==> config.mk <==
export PLATFORM = sky130hd
export DESIGN_NAME = seq_multiplier
export DESIGN_NICKNAME = d
export VERILOG_FILES = /design/src/rtl/seq_multiplier_pkg.sv /design/src/rtl/seq_multiplier_dp.sv /design/src/rtl/seq_multiplier.sv
export SDC_FILE = /design/constraint.sdc
export NUM_CORES = 1
export LEC_CHECK = 0
export ABC_AREA = 1
export ABC_CLOCK_PERIOD_IN_PS = 2400
export CORE_MARGIN = 3
export CORE_UTILIZATION = 54
export CTS_BUF_LIST = sky130_fd_sc_hd__clkbuf_4
export DETAILED_ROUTE_END_ITERATION = 6
export DONT_BUFFER_PORTS = 1
export PLACE_DENSITY = 0.69
export SYNTH_ARGS = -nofsm -noshare
export SYNTH_HDL_FRONTEND = slang
export SYNTH_SLANG_ARGS = --single-unit
==> constraint.sdc <==
create_clock -name clk -period 2.4 [get_ports clk]
set_input_delay 0.72 -clock clk [delete_from_list [all_inputs] [get_ports clk]]
set_output_delay 0.72 -clock clk [all_outputs]
set_load 0.05 [all_outputs]
==> src/rtl/seq_multiplier_pkg.sv <==
// Shared definitions for the sequential shift-and-add multiplier:
// FSM state encoding and the counter-width helper.
package seq_multiplier_pkg;

  typedef logic [1:0] state_t;

  localparam state_t ST_IDLE = 2'd0;
  localparam state_t ST_RUN  = 2'd1;
  localparam state_t ST_DONE = 2'd2;

  // Bits needed to hold values 0..value-1; never less than one bit.
  function automatic int clog2(input int value);
    int bits;
    int v;
    bits = 0;
    v    = value - 1;
    while (v > 0) begin
      bits++;
      v = v >> 1;
    end
    if (bits < 1) bits = 1;
    return bits;
  endfunction

endpackage

==> src/rtl/seq_multiplier_dp.sv <==
// Datapath of seq_multiplier: operand shift registers, accumulator, adder and
// product register. Signed operation is selected by SEQ_MULTIPLIER_SIGNED_EN.
module seq_multiplier_dp
  import seq_multiplier_pkg::*;
#(
  parameter int WIDTH = 8
) (
  input  logic                 clk,
  input  logic                 rst_n,
  input  logic                 load,
  input  logic                 step,
  input  logic                 last,
  input  logic [WIDTH-1:0]     a,
  input  logic [WIDTH-1:0]     b,
  output logic [2*WIDTH-1:0]   p
);

  logic [2*WIDTH-1:0] mcand;
  logic [2*WIDTH-1:0] acc;
  logic [2*WIDTH-1:0] acc_next;
  logic [2*WIDTH-1:0] p_final;
  logic [WIDTH-1:0]   mplier;
  logic [WIDTH-1:0]   a_mag;
  logic [WIDTH-1:0]   b_mag;

`ifdef SEQ_MULTIPLIER_SIGNED_EN
  logic neg;

  // The most negative input maps to 2^(WIDTH-1), which still fits unsigned.
  assign a_mag   = a[WIDTH-1] ? -a : a;
  assign b_mag   = b[WIDTH-1] ? -b : b;
  assign p_final = neg ? -acc_next : acc_next;

  always_ff @(posedge clk or negedge rst_n) begin
    if (!rst_n)    neg <= 1'b0;
    else if (load) neg <= a[WIDTH-1] ^ b[WIDTH-1];
  end
`else
  assign a_mag   = a;
  assign b_mag   = b;
  assign p_final = acc_next;
`endif

  assign acc_next = acc + (mplier[0] ? mcand : '0);

  // NOTE: the operand registers are not observable after reset, but are
  // cleared anyway so a reset always leaves the datapath in a known state.
  always_ff @(posedge clk or negedge rst_n) begin
    if (!rst_n) begin
      mcand  <= '0;
      mplier <= '0;
      acc    <= '0;
      p      <= '0;
    end else if (load) begin
      mcand  <= {{WIDTH{1'b0}}, a_mag};
      mplier <= b_mag;
      acc    <= '0;
    end else if (step) begin
      acc    <= acc_next;
      mcand  <= mcand << 1;
      mplier <= mplier >> 1;
      if (last) p <= p_final;
    end
  end

endmodule

==> src/rtl/seq_multiplier.sv <==
// Sequential WIDTH x WIDTH shift-and-add multiplier with start/busy/done
// handshake. Define SEQ_MULTIPLIER_SIGNED_EN for two's-complement operands.
module seq_multiplier
  import seq_multiplier_pkg::*;
#(
  parameter int WIDTH = 8
) (
  input  logic                 clk,
  input  logic                 rst_n,
  input  logic                 start,
  input  logic [WIDTH-1:0]     a,
  input  logic [WIDTH-1:0]     b,
  output logic                 busy,
  output logic                 done,
  output logic [2*WIDTH-1:0]   p
);

  localparam int CW = clog2(WIDTH);

  state_t        state;
  state_t        state_next;
  logic [CW-1:0] count;
  logic          load;
  logic          step;
  logic          last;

  assign load = (state == ST_IDLE) && start;
  assign step = (state == ST_RUN);
  assign last = (count == '0);

  // NOTE: sequential state uses non-blocking assignments so every register
  // samples the pre-edge values of the others.
  always_ff @(posedge clk or negedge rst_n) begin
    if (!rst_n) state <= ST_IDLE;
    else        state <= state_next;
  end

  // One RUN cycle per multiplier bit: count runs WIDTH-1 down to 0.
  always_ff @(posedge clk or negedge rst_n) begin
    if (!rst_n)             count <= '0;
    else if (load)          count <= CW'(WIDTH - 1);
    else if (step && !last) count <= count - 1'b1;
  end

  // NOTE: a default assignment up front keeps this block free of latches.
  always_comb begin
    state_next = state;
    unique case (state)
      ST_IDLE: if (start) state_next = ST_RUN;
      ST_RUN:  if (last)  state_next = ST_DONE;
      ST_DONE:            state_next = ST_IDLE;
      default:            state_next = ST_IDLE;
    endcase
  end

  always_comb begin
    busy = (state == ST_RUN) || (state == ST_DONE);
    done = (state == ST_DONE);
  end

  seq_multiplier_dp #(.WIDTH(WIDTH)) u_dp (
    .clk   (clk),
    .rst_n (rst_n),
    .load  (load),
    .step  (step),
    .last  (last),
    .a     (a),
    .b     (b),
    .p     (p)
  );

endmodule

==> impl_metrics.py <==
metrics = {
    "status": {
        "status": "completed",
    },
    "sta": {
        "fmax_mhz": 461.4,
        "fin_crit_sh_pct": 90.30,
        "tightest_slew_ns": 0.4982,
        "hold_viol": 0,
        "drv_slew": 0,
        "setup_tns_ns": 0,
        "slew_headroom_pct": 66.79,
        "fin_worst_skew_ns": 0.007012,
        "rsz0062_at_grt": "false",
        "holdWs_ns": 0.1579,
        "fin_crit_ns": 2.167,
        "setup_viol": 0,
    },
    "detailed_routing": {
        "drt_iter0_drc": 160,
        "drc_errors": 0,
        "vias": 2820,
        "ant_nets": 0,
        "wl_per_cell_um": 13.20,
        "wirelength_um": 7338,
        "dr.pass1.iters": 4,
        "vias_per_cell": 5.072,
    },
    "layout": {
        "area.growth.synth_to_final_pct": 5.456,
        "multi_input_area_um2": 1655,
        "insertedDiodeCount": 0,
        "finish.instance_area_um2": 3749,
        "layout-drive-gt1-share_pct": 7.069,
        "ff_latch_area_um2": 1526,
        "layout.nets": 519,
        "fillers": 576,
    },
    "clocking": {
        "cts_buffers": 9,
        "clk_pin_slew_worst_paths_ns": 0.10,
        "cts_tree": "done",
        "clock_latency_ns": 0.40,
        "cts-htree-levels": 3,
        "cts_sinks": 61,
        "post_cts_buffers": 0,
        "root_buffer": "clkbuf_4",
        "cts_buffer_depth": 2,
    },
    "worst_setup_path": {
        "setup.worst_path.start_class": "flip-flop",
        "cp_max_fo": 4,
        "crit_type": "reg2out",
        "cp.required_ns": 1.68,
        "crit_path_end_kind": "output pin",
        "crit_arrival_ns": 1.45,
    },
    "synth": {
        "ys_types": 33,
        "synth_top_area_share_pct": 42.94,
        "synth-seq-cells": 61,
        "yosysWarnings": 0,
        "async_flop_share_pct": 100.0,
        "yosysMostFrequentCell": "nand2_1",
        "synthAdderAreaFrac_pct": 8.307,
        "yosysTopAreaCell": "dfrtp_1",
        "synth-edff-count": 0,
        "synth_commonest_cells": "191 x nand2_1, 72 x inv_1, 61 x dfrtp_1, 30 x nand3_1, 22 x ha_1",
        "syn-mean-instance-area_um2": 7.515,
        "synth_compound_gate_area_share_pct": 7.075,
        "synthMuxAreaShare_pct": 0,
        "synth_xor_area_share_pct": 1.936,
        "synth_area_um2": 3555,
        "syn-num-nets": 515,
        "yosysSeqAreaShare_pct": 42.94,
        "ys.flop_type": "dfrtp_1",
        "synthCells": 473,
        "synthSimpleGateAreaFrac_pct": 29.25,
        "synthTopCellsByArea": "dfrtp_1 43%, nand2_1 20%, ha_1 7.7%, inv_1 7.6%, nand3_1 4.2%",
        "synth_top_family_by_area": "simple AND/OR/NAND/NOR gates",
    },
    "floorplan": {
        "initial_utilization_pct": 57.98,
        "pin_count": 37,
        "num_rows": 28,
        "die_height_um": 87.14,
        "dieWidth_um": 87.14,
        "dieArea_um2": 7593,
        "core_area_um2": 6131,
    },
    "worst_hold_path": {
        "hold_class": "in2async",
    },
    "pwr": {
        "vdd_ir_drop_max_mv": 1.020,
        "p_leak_uw": 0.002180,
        "p_per_area_nw_per_um2": 1208,
        "finalPower_uw": 4529,
    },
    "job": {
        "cap_viol_max_count": 0,
    },
    "placed_design": {
        "numPortBuffers": 0,
        "placedInstanceArea_um2": 3593,
        "dpl.hpwl_um": 5272,
        "gp_congestion": 0.9002,
    },
    "grt": {
        "track_usage_pct": 21.77,
        "globalRouteOverflowTotal": 0,
        "grt_pass1_vias": 2809,
        "grt_antenna_before_repair": 0,
        "grt_pass1_wl_um": 12900,
        "grt_max_degree": 62,
    },
}
-- metrics by stage --
step / worst slack (ns) / utilization, % / std cells
after detailed placement: 0.3107 / 58.61 / 540
final: 0.2328 / 61.14 / 556
after floorplan: 0.3051 / - / 473
after CTS: 0.2021 / 61.14 / 556
after global routing: 0.07607 / 61.14 / 556
after global placement: 0.3862 / 58.61 / 540
-- state kept, by name, summed over array words and instances (netlist names) --
register and flops:
u_dp.mcand 16, state 2, count 3, u_dp.acc 16
u_dp.p 16, u_dp.mplier 8
-- cell usage in the layout, fill, tap and decap left out, drive strengths merged, types with 3 or more instances in the layout --
master  Yosys  final
o22ai       8      8
o211ai      4      4
inv        76     76
nor2       17     17
clkbuf      3     10
nor3        3      3
o21ai      17     17
ha         22     22
nand2     194    194
nand3      30     30
clkinv      0      3
a21oi       9      9
xor2        5      5
nand3b      3      3
dfrtp      61     61
buf         9      5
a31oi       3      3
-- cell families after synthesis --
| logic type | count (synthesis) |
|---|---|
| AOI/OAI and AO/OA | 43 |
| buffers and inverters | 88 |
| and+or+nand+nor | 251 |
| xor gates and xnor gates | 7 |
| adders and majority gates | 23 |
| DFF | 61 |
-- cell type report --
cell class	instances	area share, %
Clock buffer	10	2.003
Clock inverter	5	1.402
Inverter	76	7.677
Multi-Input combinational cell	324	44.16
Sequential cell	61	40.72
Tap cell	75	2.503
Timing Repair Buffer	5	1.535
-- critical path: stages (launching register included) --
cell	delay, ns
dfrtp_1	0.39
inv_1	0.09
ha_1	0.57
-- metal layers --
metal | wire, um | global-route usage (%)
met5 | 0 | 0
met4 | 104 | 8.089
met3 | 292 | 4.447
met2 | 3296 | 34.16
met1 | 3644 | 29.81
-- power by group --
group	switching, uW	internal, uW
registers	602	1420
logic	1200	614
clock network	375	319
total	2180	2350
-- final timing paths --
kind / cells past startpoint / slack [ns] / start / end
setup reg to reg: 11 / 0.31 / u_dp.mplier[0] / u_dp.p[6]
hold / removal: 1 / 0.16 / rst_n / u_dp.p[4]
hold reg to reg: 2 / 0.50 / u_dp.mcand[15] / u_dp.mcand[15]
max in group asynchronous: 1 / 1.96 / rst_n / u_dp.p[12]
min in group clk: 2 / 0.44 / b[6] / u_dp.mplier[6]
setup / recovery: 2 / 0.23 / state[0] / busy
-- repair_timing --
item | CTS | global route
hold buffers | 1 | 0
hold endpoints to repair | 61 | 0
gates resized for setup | 0 | 0
(Power assumes the default switching activity.)
